<file path="config.mk">
export PLATFORM = sky130hd
export DESIGN_NAME = multi_blinker
export DESIGN_NICKNAME = d
export VERILOG_FILES = /design/src/rtl/blink_pkg.sv /design/src/rtl/blink_tick_gen.sv /design/src/rtl/multi_blinker.sv
export SDC_FILE = /design/constraint.sdc
export NUM_CORES = 1
export LEC_CHECK = 0
export ABC_AREA = 1
export ABC_CLOCK_PERIOD_IN_PS = 2600
export CAP_MARGIN = 40
export CORE_ASPECT_RATIO = 1.75
export CORE_MARGIN = 2
export CORE_UTILIZATION = 59
export DETAILED_ROUTE_END_ITERATION = 8
export DONT_BUFFER_PORTS = 1
export GPL_TIMING_DRIVEN = 0
export PLACE_DENSITY = 0.8
export SLEW_MARGIN = 20
export SYNTH_ARGS = -nofsm -noshare
export SYNTH_HDL_FRONTEND = slang
export SYNTH_SLANG_ARGS = --single-unit
</file>
<file path="constraint.sdc">
create_clock -name clk -period 2.6 [get_ports clk]
set_input_delay 0.26 -clock clk [delete_from_list [all_inputs] [get_ports clk]]
set_output_delay 0.26 -clock clk [all_outputs]
set_load 0.03 [all_outputs]
</file>
<file path="src/rtl/blink_pkg.sv">
// Shared mode encodings, config field widths and restart helper for the lamp flasher.
package blink_pkg;

    localparam int unsigned CFG_CH_W = 4;
    localparam int unsigned MODE_W   = 2;

    localparam logic [MODE_W-1:0] MODE_OFF    = 2'd0;
    localparam logic [MODE_W-1:0] MODE_ON     = 2'd1;
    localparam logic [MODE_W-1:0] MODE_BLINK  = 2'd2;
    localparam logic [MODE_W-1:0] MODE_STROBE = 2'd3;

    // Lamp level a channel takes when its phase restarts: every lit mode begins lit.
    function automatic logic restart_lit(input logic [MODE_W-1:0] mode);
        return mode != MODE_OFF;
    endfunction

endpackage

</file>
<file path="src/rtl/blink_tick_gen.sv">
// Shared prescaler: one registered tick pulse every TICK_DIV clocks, re-phased by sync.
module blink_tick_gen #(
    parameter int unsigned TICK_DIV = 500
) (
    input  logic clk,
    input  logic reset,
    input  logic sync,
    output logic tick
);

    localparam int unsigned   PW       = (TICK_DIV > 1) ? $clog2(TICK_DIV) : 1;
    localparam logic [PW-1:0] PCNT_MAX = PW'(TICK_DIV - 1);

    logic [PW-1:0] pcnt_q, pcnt_d;
    logic          tick_q, tick_d;

    // A sync swallows any tick due this cycle so the next one lands TICK_DIV clocks later.
    always_comb begin
        pcnt_d = pcnt_q + PW'(1);
        tick_d = 1'b0;
        if (sync) begin
            pcnt_d = '0;
        end else if (pcnt_q == PCNT_MAX) begin
            pcnt_d = '0;
            tick_d = 1'b1;
        end
    end

    always_ff @(posedge clk) begin
        if (reset) begin
            pcnt_q <= '0;
            tick_q <= 1'b0;
        end else begin
            pcnt_q <= pcnt_d;
            tick_q <= tick_d;
        end
    end

    assign tick = tick_q;

endmodule

</file>
<file path="src/rtl/multi_blinker.sv">
// N-channel programmable lamp flasher: shared timebase, per-channel mode and half-period,
// global sync to keep all lamps flashing in phase.
module multi_blinker
    import blink_pkg::*;
#(
    parameter int unsigned N_CH         = 4,
    parameter int unsigned TICK_DIV     = 500,
    parameter int unsigned HW           = 8,
    parameter int unsigned DEFAULT_HALF = 1
) (
    input  logic                clk,
    input  logic                reset,
    input  logic                sync,
    input  logic                cfg_wr,
    input  logic [CFG_CH_W-1:0] cfg_ch,
    input  logic [MODE_W-1:0]   cfg_mode,
    input  logic [HW-1:0]       cfg_half,
    output logic                cfg_err,
    output logic                tick,
    output logic [N_CH-1:0]     blink
);

    // One extra bit so the strobe wrap point 2h-1 always fits.
    localparam int unsigned CW = HW + 1;

    logic cfg_err_q, cfg_err_d;

    blink_tick_gen #(
        .TICK_DIV (TICK_DIV)
    ) u_tick_gen (
        .clk   (clk),
        .reset (reset),
        .sync  (sync),
        .tick  (tick)
    );

    always_comb begin
        cfg_err_d = cfg_wr && (32'(cfg_ch) >= N_CH);
    end

    always_ff @(posedge clk) begin
        if (reset) begin
            cfg_err_q <= 1'b0;
        end else begin
            cfg_err_q <= cfg_err_d;
        end
    end

    assign cfg_err = cfg_err_q;

    for (genvar i = 0; i < N_CH; i++) begin : g_ch
        logic [MODE_W-1:0] mode_q, mode_d;
        logic [HW-1:0]     half_q, half_d;
        logic [CW-1:0]     cnt_q, cnt_d;
        logic              blink_q, blink_d;
        logic              wr_hit;
        logic [CW-1:0]     h_ext;
        logic [CW-1:0]     cnt_inc;
        logic [CW-1:0]     strobe_nxt;

        assign wr_hit = cfg_wr && (cfg_ch == CFG_CH_W'(i));

        // Priority: addressed write, then global sync, then timebase tick.
        always_comb begin
            mode_d     = mode_q;
            half_d     = half_q;
            cnt_d      = cnt_q;
            blink_d    = blink_q;
            h_ext      = (half_q == '0) ? CW'(1) : CW'(half_q);
            cnt_inc    = cnt_q + CW'(1);
            strobe_nxt = (cnt_q >= ((h_ext << 1) - CW'(1))) ? '0 : cnt_inc;

            if (wr_hit) begin
                mode_d  = cfg_mode;
                half_d  = cfg_half;
                cnt_d   = '0;
                blink_d = restart_lit(cfg_mode);
            end else if (sync) begin
                cnt_d   = '0;
                blink_d = restart_lit(mode_q);
            end else if (tick) begin
                case (mode_q)
                    MODE_OFF: begin
                        cnt_d   = '0;
                        blink_d = 1'b0;
                    end
                    MODE_ON: begin
                        cnt_d   = '0;
                        blink_d = 1'b1;
                    end
                    MODE_BLINK: begin
                        if (cnt_q >= (h_ext - CW'(1))) begin
                            cnt_d   = '0;
                            blink_d = ~blink_q;
                        end else begin
                            cnt_d = cnt_inc;
                        end
                    end
                    default: begin
                        cnt_d   = strobe_nxt;
                        blink_d = (strobe_nxt == '0);
                    end
                endcase
            end
        end

        always_ff @(posedge clk) begin
            if (reset) begin
                mode_q  <= MODE_OFF;
                half_q  <= HW'(DEFAULT_HALF);
                cnt_q   <= '0;
                blink_q <= 1'b0;
            end else begin
                mode_q  <= mode_d;
                half_q  <= half_d;
                cnt_q   <= cnt_d;
                blink_q <= blink_d;
            end
        end

        assign blink[i] = blink_q;
    end

endmodule
</file>
=== After elaboration in Yosys (flattened, before gate mapping) ===
Cells that the tools add are included.

* Flip-flop bits (word level): 91
* Bits of input ports: 18
* Word-level logic and storage cells: 139

* Add/sub/neg operators: 13
* Magnitude comparators: 9
* Eq/ne operators: 16
* Muxes and demuxes: 37
* Bitwise logic cells: 4
* Reductions and logical operators: 41

{| class="wikitable"
|+ Operator list
! cell !! count
|-
| 9-bit greater-or-equal comparator || 8
|-
| 9-bit 2-to-1 mux || 8
|-
| 9-bit case mux with 2 select lines || 4
|-
| 9-bit by 1-bit adder with 9-bit output, second input constant || 5
|-
| 9-bit zero test || 4
|-
| 8-bit by 1-bit subtractor with 9-bit output, second input constant || 4
|-
| 9-bit by 1-bit subtractor with 9-bit output, second input constant || 4
|-
| 8-bit zero test || 4
|-
| 8-bit 2-to-1 mux || 4
|-
| 1-bit 2-to-1 mux || 17
|-
| 4-bit != test, second input constant || 4
|-
| 3-bit OR reduction || 5
|-
| 1-bit case mux with 3 select lines || 4
|-
| 3-bit nonzero test || 4
|-
| 2-bit nonzero test || 5
|-
| 2-bit OR reduction || 5
|-
| 9-bit equality test, second input constant || 1
|-
| 2-bit by 1-bit equality test with 1-bit output, second input constant || 4
|-
| 2-bit equality test, second input constant || 4
|-
| 4-bit by 2-bit equality test with 1-bit output, second input constant || 2
|-
| 2-bit zero test || 4
|-
| 2-bit AND reduction || 4
|-
| 1-bit logical AND || 5
|-
| 4-bit by 1-bit equality test with 1-bit output, second input constant || 1
|-
| 3 further kinds || 6
|}

=== Logic depth before layout (Yosys ltp) ===
Gate-level depths: netlist of the first run.

* Depth in word-level cells: 10
* Mapped depth: 26
* Mapped depth without buffers: 26

=== Hierarchy ===
Synthesis of the first run repeated with hierarchy kept, for this count alone.

* Cell total of the unflattened synthesis: 949
* Area total of the unflattened synthesis: 6510.0 µm²

{| class="wikitable"
|+ By module, submodules not included
! module !! times used !! cells each !! area each (µm²) !! sequential area each (µm²)
|-
| multi_blinker || 1 || 879 || 6027.0 || 1621.6
|-
| blink_tick_gen || 1 || 70 || 483.0 || 200.2
|}

=== Worst setup path after synthesis of the first run ===
No wires, ideal clock.

* Path kind: register -> register
* Start point: register g_ch[1].half_q[2]
* End point: register g_ch[1].cnt_q[1]
* Setup time: 70 ps
* Arrival: 2545 ps
* Data required time: 2530 ps
* Slack: -15 ps
* Cell stages (with the launch flop): 25
* Path buffers: 0
* Clock period less this slack: 2615 ps
* Cell sequence: dfxtp_1 inv_1 nand2_2 nor2_2 nand2_1 nand2_1 inv_1 ha_1 nand2_1 xor2_1 ha_1 a21o_1 nor2_1 nand2_1 nand2_1 nand3_1 nand2_1 nand2_1 nand2_1 nand2_1 nand2_1 nand2_2 nand2_4 nand3_1 a21oi_1

* Word-level cells in the longest chain between the ends: 6
* Elaborated cells on any way between the ends: 9

{| class="wikitable"
|+ RTL lines
! item !! RTL line !! RTL
|-
| start, declared || multi_blinker.sv:53 || <nowiki>logic [HW-1:0] half_q, half_d;</nowiki>
|-
| start signal, assigned || multi_blinker.sv:110 || <nowiki>half_q <= HW'(DEFAULT_HALF);</nowiki>
|-
| start signal, assigned || multi_blinker.sv:115 || <nowiki>half_q <= half_d;</nowiki>
|-
| 8-bit zero test || multi_blinker.sv:69 || <nowiki>h_ext = (half_q == '0) ? CW'(1) : CW'(half_q);</nowiki>
|-
| 8-bit 2-to-1 mux * || multi_blinker.sv:69 ||
|-
| 9-bit by 1-bit subtractor with 9-bit output or 8-bit by 1-bit subtractor with 9-bit output (tied branches) || multi_blinker.sv:71, multi_blinker.sv:92 ||
|-
| 9-bit greater-or-equal comparator, on equally long branches || multi_blinker.sv:71, multi_blinker.sv:92 ||
|-
| 9-bit 2-to-1 mux, on equally long branches || multi_blinker.sv:71, multi_blinker.sv:92 ||
|-
| 9-bit case mux with 2 select lines * || multi_blinker.sv:82 || <nowiki>case (mode_q)</nowiki>
|-
| end signal, assigned || multi_blinker.sv:116 || <nowiki>cnt_q <= cnt_d;</nowiki>
|-
| end, declared || multi_blinker.sv:54 || <nowiki>logic [CW-1:0] cnt_q, cnt_d;</nowiki>
|}

Mark *: on every way between the ends. The rest lies on a longest branch, timed or not.
A chain may end at the register's enable or synchronous reset.

=== Worst setup path in the final report of the first run ===
* Start point: register g_ch[1].half_q[4]
* End point: register g_ch[1].cnt_q[6]

The elaborated chain is that of the path after synthesis.

==> flow_metrics.py, run 1 <==
metrics = {
    "worst_setup_path": {
        "ff2ff_setup_slack_ns": -0.27,
        "path_cells": "inv_2, buf_4, buf_4, buf_4, buf_4, nand4_1, o21ai_0, ha_1, a2111oi_0, nand2_1, nand2_4, nand3_1, a21oi_1",
        "worstSetupStartpointType": "flop",
        "timing.critical_path.slowest_cell_delay_ns": 0.53,
        "critPathKind": "reg -> reg",
        "critical_path.slowest_cell": "sky130_fd_sc_hd__a2111oi_0",
        "worst-path-max-fanout": 5,
        "worstSetupEndpointType": "flop",
        "critPathArrivalTime_ns": 3.15,
        "worst_ep_required_time_ns": 2.88,
        "crit_top_cell": "sky130_fd_sc_hd__buf_4",
    },
    "grt": {
        "antenna_found_initial": 0,
        "global_route.usage.total_pct": 30.31,
        "globalRoute.totalOverflow": 0,
        "grt_first_pass_wirelength_mm": 29.33,
        "grt_pass1_vias": 6521,
        "global_route.usage.met2_pct": 57.51,
        "grt_use_met1_pct": 29.40,
        "grt_max_degree": 16,
        "met3_usage_pct": 6.069,
        "globalRoute.busiestLayer": "met2",
    },
    "die": {
        "rows": 50,
        "die-height_um": 143.1,
        "effective_utilization_at_floorplan_pct": 60.63,
        "dieWidth_um": 83.49,
        "design.die.area_um2": 11950,
        "design.portCount": 24,
        "coreArea_um2": 10760,
    },
    "cts": {
        "h-tree-depth": 3,
        "cts_hold_buf": 0,
        "cts.sink_count": 91,
        "cts_tree": "yes",
        "master_cell_of_the_clock_root_buffer": "sky130_fd_sc_hd__clkbuf_16",
        "clk_pin_slew_ns": 0.07,
        "clk_latency_ns": 0.35,
        "tritoncts.num_buffers": 9,
        "clockBufferDepth": 2,
    },
    "route": {
        "drc_errors": 0,
        "wl_per_cell_um": 17.47,
        "via_to_cell_ratio": 6.102,
        "via_count": 7090,
        "first_iter_violations": 539,
        "wirelength_mm": 20.30,
        "drt_first_pass_iters": 6,
        "drt.antenna.violating_nets": 0,
    },
    "cells_and_area": {
        "fin_nets": 1114,
        "layout-drive-gt1-share_pct": 23.55,
        "insertedDiodeCount": 0,
        "final_area_um2": 8003,
        "combined_area_of_the_multi_input_logic_cells_um2": 4661,
        "mostFrequentLayoutCell": "sky130_fd_sc_hd__nand2_1",
        "synthToLayoutAreaGrowth_pct": 22.67,
        "instances_no_fill": 1162,
        "final_cell_mix": "sky130_fd_sc_hd__nand2_1 (173), sky130_fd_sc_hd__inv_1 (116), sky130_fd_sc_hd__a21oi_1 (84)",
        "fill_cells": 774,
        "seq_area_um2": 1866,
    },
    "power": {
        "leakagePower_nw": 3.520,
        "power-per-cell-area_nw_per_um2": 379.0,
        "design_power_total_mw": 3.033,
        "power.ir.vdd_worst_uv": 475.1,
    },
    "synth": {
        "mappedNetlistArea_um2": 6524,
        "synth_edf_count": 0,
        "yosysWarningCount": 0,
        "synth_ff_type": "sky130_fd_sc_hd__dfxtp_1",
        "syn_avg_cell_area_um2": 6.803,
        "postSynthCellCount": 959,
        "syn_nets": 1046,
        "proportion_of_synthesized_flip_flops_having_asynchronous_set_or_reset_pct": 0,
        "netlist-cell-type-count": 40,
        "synth-seq-cells": 91,
        "yosysSeqAreaShare_pct": 27.92,
    },
    "place": {
        "placedInstanceArea_um2": 6689,
        "dp.final_hpwl_mm": 12.79,
        "io_buffers": 0,
        "placed_cells": 1089,
        "routabilityCongestion": 0.9186,
    },
    "sta": {
        "rsz_0062_raised_after_global_routing": "yes",
        "timing.clock.skew_ns": 0.008947,
        "final-hold-violation-count": 0,
        "slew_viol_final": 0,
        "max_clock_freq_mhz": 348.5,
        "hold_slack_ns": 0.04223,
        "layout_setup_ws_ns": -0.2698,
        "worstMarginPinSlew_ns": 0.7660,
        "final.min_clock_period_ns": 2.870,
        "slew-limit-headroom_pct": 47.62,
        "period_utilization_pct": 110.4,
        "setup_violations": 40,
    },
    "min_path": {
        "timing.hold.worst.class": "in -> reg",
    },
    "run": {
        "max_cap_violations": 0,
    },
    "run_status": {
        "outcome": "finished with violations",
        "failed_checks": "setup timing",
    },
}
layer usage:
layer  part of all wire, %  vias up  wire, um
li1                      -     3333         -
met1                    35     3255      7004
met2                    51      355     10290
met3                   6.6      147      1349
met4                   8.1        0      1653
met5                     0        -         0
worst max-delay path, delay by kind of cell (launching register included):
family / cells / cell delay, ns
compound gates: 3 / 1.00
fa+ha+maj: 1 / 0.31
flops: 1 / 0.34
buf+inv: 5 / 0.47
simple gates: 4 / 0.67
registers in the layout (all words and copies together) (netlist names):
signal and count:
g_ch.half_q 32, u_tick_gen.tick 1, g_ch.cnt_q 36, g_ch.blink_q 4
cfg_err 1, u_tick_gen.pcnt_q 9, g_ch.mode_q 8
through the flow:
stage	utilization (%)	TNS, ns	setup slack, ns
finish	74.37	-5.032	-0.2698
global route	74.37	-10.78	-0.4396
CTS	69.38	-0.5579	-0.04616
detailed placement	62.16	-12.92	-0.4594
global placement	62.16	-10.47	-0.4066
floorplan	-	0	0.002923
power breakdown:
part | internal, mW | leakage, nW | total (mW) | switching, mW
Sequential | 1.41 | 0.748 | 1.43 | 0.0180
Clock | 0.651 | 0.133 | 1.25 | 0.599
Combinational | 0.135 | 2.64 | 0.357 | 0.222
Total | 2.19 | 3.52 | 3.03 | 0.839
final cells by class:
type	instances	area share (%)
Multi-Input combinational cell	708	58.24
Sequential cell	91	23.31
Inverter	138	6.535
Timing Repair Buffer	53	5.019
Clock buffer	10	2.861
Tap cell	130	2.033
Buffer	26	1.501
Clock inverter	6	0.5003
logic make-up (layout without fill, tap and decap cells):
kind of cell / count (synthesis) / in the layout / synth area share, %
compound gates: 181 / 181 / 15.23
simple gates: 425 / 429 / 29.94
buf+inv: 164 / 233 / 9.781
xor+xnor: 29 / 29 / 3.893
fa+ha+maj: 69 / 69 / 13.23
flops: 91 / 91 / 27.92
what timing repair did:
action                                  4_1_cts  5_1_grt
endpoints found under the setup margin       40       40
gates cloned                                  3        1
pin swaps                                    43       61
resized for setup                            87       77
buffers inserted                             32       21
cells in the mapped netlist (2+ instances only):
library cell | number | area [um^2]
sky130_fd_sc_hd__nand2_1 | 202 | 758.2
sky130_fd_sc_hd__inv_1 | 133 | 499.2
sky130_fd_sc_hd__a21oi_1 | 101 | 505.5
sky130_fd_sc_hd__dfxtp_1 | 91 | 1822
sky130_fd_sc_hd__nand3_1 | 83 | 415.4
sky130_fd_sc_hd__ha_1 | 69 | 863.3
sky130_fd_sc_hd__nor2_1 | 57 | 214.0
sky130_fd_sc_hd__o21ai_0 | 52 | 260.3
sky130_fd_sc_hd__nand4_1 | 26 | 162.7
sky130_fd_sc_hd__xor2_1 | 25 | 219.0
sky130_fd_sc_hd__nor3_1 | 19 | 95.09
sky130_fd_sc_hd__clkbuf_1 | 16 | 60.06
sky130_fd_sc_hd__nand2_2 | 9 | 56.30
sky130_fd_sc_hd__nand3b_1 | 7 | 52.55
sky130_fd_sc_hd__nor2_2 | 7 | 43.79
sky130_fd_sc_hd__o211ai_1 | 7 | 52.55
sky130_fd_sc_hd__buf_2 | 6 | 30.03
sky130_fd_sc_hd__a2111oi_0 | 5 | 43.79
sky130_fd_sc_hd__inv_2 | 5 | 18.77
sky130_fd_sc_hd__buf_4 | 4 | 30.03
sky130_fd_sc_hd__nand2_4 | 4 | 45.04
sky130_fd_sc_hd__xnor2_1 | 4 | 35.03
sky130_fd_sc_hd__o21a_1 | 3 | 22.52
sky130_fd_sc_hd__o221ai_1 | 3 | 26.28
sky130_fd_sc_hd__a2111o_1 | 2 | 22.52
sky130_fd_sc_hd__a21o_1 | 2 | 15.01
sky130_fd_sc_hd__a31oi_1 | 2 | 12.51
sky130_fd_sc_hd__nand4_2 | 2 | 25.02
sky130_fd_sc_hd__nor2_4 | 2 | 22.52
path summary, 6_finish.rpt:
| check | from | to | cells after the start |
|---|---|---|---|
| worst min-delay path | cfg_half[0] | g_ch[0].half_q[0] | 2 |
| worst max-delay path | g_ch[1].half_q[4] | g_ch[1].cnt_q[6] | 13 |
| worst max register to register | g_ch[1].half_q[4] | g_ch[1].cnt_q[6] | 13 |
| worst min register to register | u_tick_gen.pcnt_q[3] | u_tick_gen.pcnt_q[3] | 2 |
Power figures use the tool's default switching activity.
==> run 2: changes to the inputs <==
- ABC_CLOCK_PERIOD_IN_PS: 2600 -> 3200
- PLACE_DENSITY: 0.8 -> 0.77
- clock period: 2.6 -> 3.2 ns (I/O delays scaled with it)
==> run 2 against run 1 <==
Net effect: the flow now finishes without violations; sequential power shrank 19%; die area unchanged; clock skew hardly changed.
==> flow_metrics.py, run 2 (same netlist as run 1, synthesis figures left out) <==
metrics = {
    "cts": {
        "clk_latency_ns": 0.36,
        "cts_tree": "yes",
        "tritoncts.num_buffers": 9,
        "master_cell_of_the_clock_root_buffer": "sky130_fd_sc_hd__clkbuf_16",
        "cts.sink_count": 91,
        "h-tree-depth": 3,
        "clk_pin_slew_ns": 0.07,
        "clockBufferDepth": 2,
    },
    "cells_and_area": {
        "final_util_pct": 65.81,
        "insertedDiodeCount": 0,
        "fin_nets": 1059,
        "final_cell_mix": "sky130_fd_sc_hd__nand2_1 (201), sky130_fd_sc_hd__inv_1 (132), sky130_fd_sc_hd__a21oi_1 (98)",
        "register_with_the_highest_flop_count": "g_ch.cnt_q",
        "reg_top3": "g_ch.cnt_q x36, g_ch.half_q x32, u_tick_gen.pcnt_q x9",
        "instances_no_fill": 1107,
        "layout-drive-gt1-share_pct": 7.881,
        "fill_cells": 1030,
        "synthToLayoutAreaGrowth_pct": 8.554,
        "largest_reg_flops": 36,
        "final_area_um2": 7082,
        "mostFrequentLayoutCell": "sky130_fd_sc_hd__nand2_1",
    },
    "die": {
        "rows": 50,
        "design.portCount": 24,
        "design.die.area_um2": 11950,
        "effective_utilization_at_floorplan_pct": 60.63,
        "die-height_um": 143.1,
        "coreArea_um2": 10760,
        "dieWidth_um": 83.49,
    },
    "grt": {
        "grt_max_degree": 16,
        "global_route.usage.total_pct": 28.22,
        "grt_first_pass_wirelength_mm": 27.18,
        "antenna_found_initial": 0,
        "grt_pass1_vias": 5931,
        "globalRoute.totalOverflow": 0,
    },
    "place": {
        "pre_cts_slack_ns": 0.1927,
        "placed_cells": 1089,
        "io_buffers": 0,
        "routabilityCongestion": 0.9131,
        "dp.final_hpwl_mm": 12.74,
        "placedInstanceArea_um2": 6686,
    },
    "power": {
        "p_int_mw": 1.872,
        "sequentialPowerShare_pct": 46.4,
        "power.ir.vdd_worst_uv": 347.0,
        "combinational_group_share_of_total_power_pct": 8.6,
        "power-per-cell-area_nw_per_um2": 354.0,
        "clock_network_fraction_of_design_power_pct": 45.0,
        "design_power_total_mw": 2.507,
        "power.share.switching_pct": 25.34,
        "total_switching_power_mw": 0.6353,
        "leakagePower_nw": 3.161,
    },
    "sta": {
        "timing.setup.tns_ns": 0,
        "final.min_clock_period_ns": 2.976,
        "period_utilization_pct": 93.02,
        "hold_slack_ns": 0.09909,
        "setup_violations": 0,
        "max_clock_freq_mhz": 336.0,
        "final-hold-violation-count": 0,
        "layout_setup_ws_ns": 0.2235,
        "slew-limit-headroom_pct": 50.10,
        "worstMarginPinSlew_ns": 0.7458,
        "slew_viol_final": 0,
        "timing.clock.skew_ns": 0.009115,
    },
    "route": {
        "wirelength_mm": 16.59,
        "drt.antenna.violating_nets": 0,
        "via_count": 6323,
        "first_iter_violations": 296,
        "wl_per_cell_um": 14.99,
        "via_to_cell_ratio": 5.712,
        "drc_errors": 0,
        "drt_first_pass_iters": 5,
    },
    "worst_setup_path": {
        "critPathArrivalTime_ns": 3.26,
        "worstSetupStartpointType": "flop",
        "worst-path-max-fanout": 4,
        "worst_ep_required_time_ns": 3.49,
        "critPathKind": "reg -> reg",
        "worstSetupEndpointType": "flop",
    },
    "min_path": {
        "timing.hold.worst.class": "in -> reg",
    },
    "run": {
        "max_cap_violations": 0,
    },
    "run_status": {
        "outcome": "finished, final reports clean",
    },
}
==> run 2: power groups by stage <==
stage / registers, mW / logic (mW) / clock network, mW
finish: 1.16 / 0.216 / 1.13
global route: 1.16 / 0.245 / 1.19
CTS: 1.16 / 0.211 / 1.14
detailed placement: 1.19 / 0.208 / 0
global placement: 1.19 / 0.205 / 0
floorplan: 1.18 / 0.168 / 0
==> run 2: area by class of cell <==
type	count	area (um^2)	area share [%]
clock inverters	5	61.31	0.8657
well taps	130	162.7	2.297
inverters	138	518.0	7.314
clock buffers	11	252.7	3.569
plain buffers	26	120.1	1.696
multi-input cells	705	4135	58.39
flip-flops and latches	91	1824	25.76
repair buffers	1	7.507	0.1060
==> run 2: critical path, cell delays in order, from the launching register on <==
cell and delay [ns]:
sky130_fd_sc_hd__dfxtp_1 0.33, sky130_fd_sc_hd__inv_1 0.10, sky130_fd_sc_hd__nand2_1 0.10, sky130_fd_sc_hd__nor2_2 0.14, sky130_fd_sc_hd__nand2_1 0.08, sky130_fd_sc_hd__nand2_1 0.09
sky130_fd_sc_hd__inv_1 0.10, sky130_fd_sc_hd__ha_4 0.19, sky130_fd_sc_hd__nand2_2 0.08, sky130_fd_sc_hd__xor2_2 0.18, sky130_fd_sc_hd__ha_4 0.23, sky130_fd_sc_hd__a21o_1 0.17
sky130_fd_sc_hd__nor2_1 0.16, sky130_fd_sc_hd__nand3_1 0.10, sky130_fd_sc_hd__nand2_1 0.06, sky130_fd_sc_hd__inv_1 0.03, sky130_fd_sc_hd__nand2_1 0.06, sky130_fd_sc_hd__nand2_1 0.06
sky130_fd_sc_hd__nand2_1 0.06, sky130_fd_sc_hd__nand2_1 0.05, sky130_fd_sc_hd__nand2_1 0.09, sky130_fd_sc_hd__nand2_2 0.09, sky130_fd_sc_hd__nand2_2 0.12, sky130_fd_sc_hd__nand3_1 0.08
sky130_fd_sc_hd__a21oi_1 0.15
==> run 2: layer usage <==
metal / GRT usage [%] / part of all wire (%) / vias to the layer above / routed length (um)
met5: 0 / 0 / - / 0
li1: - / - / 3222 / -
met1: 29.16 / 38 / 2900 / 6314
met2: 52.59 / 52 / 137 / 8692
met4: 17.91 / 5.6 / 0 / 932
met3: 4.277 / 3.9 / 64 / 654
==> run 2: what timing repair did <==
item	4_1_cts	5_1_grt
endpoints found under the hold margin	0	0
setup buffers	0	1
resized for setup	0	16
hold buffers	0	0
endpoints found under the setup margin	0	30
==> run 2: path summary, 6_finish.rpt <==
kind,slack [ns],endpoint,depth (start not counted),from
setup / recovery,0.22,g_ch[1].cnt_q[1],24,g_ch[1].half_q[5]
hold / removal,0.1,g_ch[1].half_q[0],2,cfg_half[0]
setup reg to reg,0.22,g_ch[1].cnt_q[1],24,g_ch[1].half_q[5]
hold reg to reg,0.47,u_tick_gen.pcnt_q[0],1,u_tick_gen.pcnt_q[0]
==> run 3: changes to the inputs <==
- PLACE_DENSITY: 0.77 -> 0.85
==> run 3 against run 2 <==
Net effect: final cell count unchanged; wire length up 2.0%; highest routed layer unchanged; critical path type unchanged; combinational power about the same; largest power group unchanged; first-iteration DRC count up 3.7%; flip-flop and latch count unchanged; core utilization down 0.058 points; non-clock buffer count unchanged; clock power about the same; via count up 1.4%; fmax down 3.2%.
==> flow_metrics.py, run 3 (same netlist as run 1, synthesis figures left out) <==
metrics = {
    "worst_setup_path": {
        "crit_top_cell": "sky130_fd_sc_hd__nand2_1",
        "worstSetupEndpointType": "flop",
        "critPathKind": "reg -> reg",
        "worst-path-max-fanout": 4,
        "r2r_cells": 24,
        "critical_path.slowest_cell": "sky130_fd_sc_hd__dfxtp_1",
        "worst_path_buf_inv": 3,
        "worst_ep_required_time_ns": 3.48,
        "worst_path_dominant_cell_family": "simple AND/OR/NAND/NOR gates",
        "path_depth": 24,
        "timing.rr.start": "g_ch[1].half_q[2]",
        "timing.critical_path.slowest_cell_delay_ns": 0.37,
        "critPathArrivalTime_ns": 3.35,
        "rr_endpoint": "g_ch[1].cnt_q[5]",
        "path_cells": "inv_1, nand2_2, nor2_2, nand2_1, nand2_1, inv_1, ha_2, nand2_1, xor2_2, ha_4, a21o_1, nor2_1, nand3_1, nand2_1, inv_1, nand2_1, nand2_1, nand2_1, nand2_1, nand2_2, nand2_2, nand2_2, nand3_1, a21oi_1",
        "ff2ff_setup_slack_ns": 0.13,
        "worstSetupStartpointType": "flop",
    },
    "grt": {
        "grt_max_degree": 17,
        "grt_first_pass_wirelength_mm": 28.15,
        "global_route.usage.total_pct": 28.88,
        "globalRoute.totalOverflow": 0,
        "grt_pass1_vias": 6314,
        "antenna_found_initial": 0,
    },
    "place": {
        "pre_cts_slack_ns": 0.1334,
        "routabilityCongestion": 0.9287,
        "io_buffers": 0,
        "dp.final_hpwl_mm": 12.83,
    },
    "power": {
        "total_switching_power_mw": 0.6497,
        "power.share.switching_pct": 25.93,
        "combinational_group_share_of_total_power_pct": 8.6,
        "sequentialPowerShare_pct": 46.4,
        "p_int_mw": 1.856,
        "power-per-cell-area_nw_per_um2": 354.2,
        "leakagePower_nw": 3.168,
        "clock_network_fraction_of_design_power_pct": 45.0,
        "power.ir.vdd_worst_uv": 308.2,
    },
    "min_path": {
        "hold-path-cell-count": 2,
        "timing.hold.worst.class": "in -> reg",
        "hold_path_end": "g_ch[3].half_q[7]",
        "worstHoldStart": "cfg_half[7]",
    },
    "sta": {
        "slew_viol_final": 0,
        "hold_slack_ns": 0.1022,
        "setup_violations": 0,
        "max_clock_freq_mhz": 325.3,
        "worstMarginPinSlew_ns": 0.8078,
        "layout_setup_ws_ns": 0.1263,
        "timing.clock.skew_ns": 0.01191,
        "period_utilization_pct": 96.05,
        "slew-limit-headroom_pct": 45.95,
        "final.min_clock_period_ns": 3.074,
        "final-hold-violation-count": 0,
    },
    "route": {
        "first_iter_violations": 307,
        "wirelength_mm": 16.92,
        "drc_errors": 0,
        "drt_first_pass_iters": 6,
        "via_to_cell_ratio": 5.794,
        "drt.antenna.violating_nets": 0,
        "wl_per_cell_um": 15.28,
        "via_count": 6414,
    },
    "die": {
        "dieWidth_um": 83.49,
        "die-height_um": 143.1,
        "rows": 50,
        "effective_utilization_at_floorplan_pct": 60.63,
        "design.die.area_um2": 11950,
        "coreArea_um2": 10760,
        "design.portCount": 24,
    },
    "cells_and_area": {
        "combined_area_of_the_multi_input_logic_cells_um2": 4130,
        "fill_cells": 930,
        "layout-drive-gt1-share_pct": 8.086,
        "insertedDiodeCount": 0,
        "register_with_the_highest_flop_count": "g_ch.cnt_q",
        "largest_reg_flops": 36,
        "reg_top3": "g_ch.cnt_q x36, g_ch.half_q x32, u_tick_gen.pcnt_q x9",
        "fin_nets": 1059,
        "final_cell_mix": "sky130_fd_sc_hd__nand2_1 (201), sky130_fd_sc_hd__inv_1 (131), sky130_fd_sc_hd__a21oi_1 (100)",
        "mostFrequentLayoutCell": "sky130_fd_sc_hd__nand2_1",
        "synthToLayoutAreaGrowth_pct": 8.458,
        "seq_area_um2": 1827,
    },
    "run": {
        "max_cap_violations": 0,
    },
    "cts": {
        "master_cell_of_the_clock_root_buffer": "sky130_fd_sc_hd__clkbuf_16",
        "clk_latency_ns": 0.35,
        "cts.sink_count": 91,
        "h-tree-depth": 3,
        "cts_tree": "yes",
        "clockBufferDepth": 2,
        "clk_pin_slew_ns": 0.08,
        "tritoncts.num_buffers": 9,
    },
    "run_status": {
        "outcome": "finished, final reports clean",
    },
}
[run 3: cell types whose count changed in the layout (fill, tap and decap cells not counted), sizes merged]
cell | previous run | this run
clkinvlp | 3 | 2
inv | 138 | 140
clkbuf | 27 | 26
[run 3: power groups by stage]
stage | registers [mW] | logic [mW] | clock network [mW]
final | 1.16 | 0.215 | 1.13
after global routing | 1.16 | 0.246 | 1.18
after CTS | 1.16 | 0.209 | 1.13
after detailed placement | 1.19 | 0.206 | 0
after global placement | 1.19 | 0.202 | 0
after floorplan | 1.18 | 0.168 | 0
[run 3: timing repair]
action | 4_1_cts | 5_1_grt
hold buffers | 0 | 0
buffers inserted | 0 | 1
setup endpoints to repair | 0 | 30
gates resized for setup | 0 | 18
[run 3: layout make-up]
type / instances / share of cell area, %
sequential: 91 / 25.82
multi-input combinational: 705 / 58.37
clock buffer: 10 / 3.378
clock inverter: 6 / 1.008
timing repair buffer: 1 / 0.1061
buffer: 26 / 1.698
tap: 130 / 2.299
inverter: 138 / 7.321
[run 3: how the worst max path moves through the flow]
stage                                  from                to  slack, ns
after detailed placement  g_ch[0].half_q[5]  g_ch[0].cnt_q[8]       0.13
after floorplan           g_ch[1].half_q[2]  g_ch[1].cnt_q[1]       0.59
after global routing      g_ch[1].half_q[6]  g_ch[1].cnt_q[5]      -0.14
final                     g_ch[1].half_q[2]  g_ch[1].cnt_q[5]       0.13
after global placement    g_ch[0].half_q[5]  g_ch[0].cnt_q[7]       0.20
after CTS                 g_ch[1].half_q[6]  g_ch[1].cnt_q[3]       0.08
[run 3: per-stage QoR]
step	instances	total power [mW]	utilization (%)	instance area (um^2)	TNS [ns]
6_report	1107	2.506	65.76	7076	0
3_3_place_gp	1089	1.389	62.14	6686	0
2_1_floorplan	959	1.352	-	6524	0
3_5_place_dp	1089	1.394	62.14	6686	0
5_1_grt	1107	2.588	65.76	7076	-0.5899
4_1_cts	1105	2.501	65.02	6997	0
[run 3: per-layer routing]
metal | track usage (%) | part of all wire (%) | vias to the layer above
met5 | 0 | 0 | -
met4 | 18.42 | 5.3 | 0
met3 | 4.740 | 5.1 | 66
met2 | 55.09 | 53 | 182
met1 | 28.53 | 36 | 2937
li1 | - | - | 3229
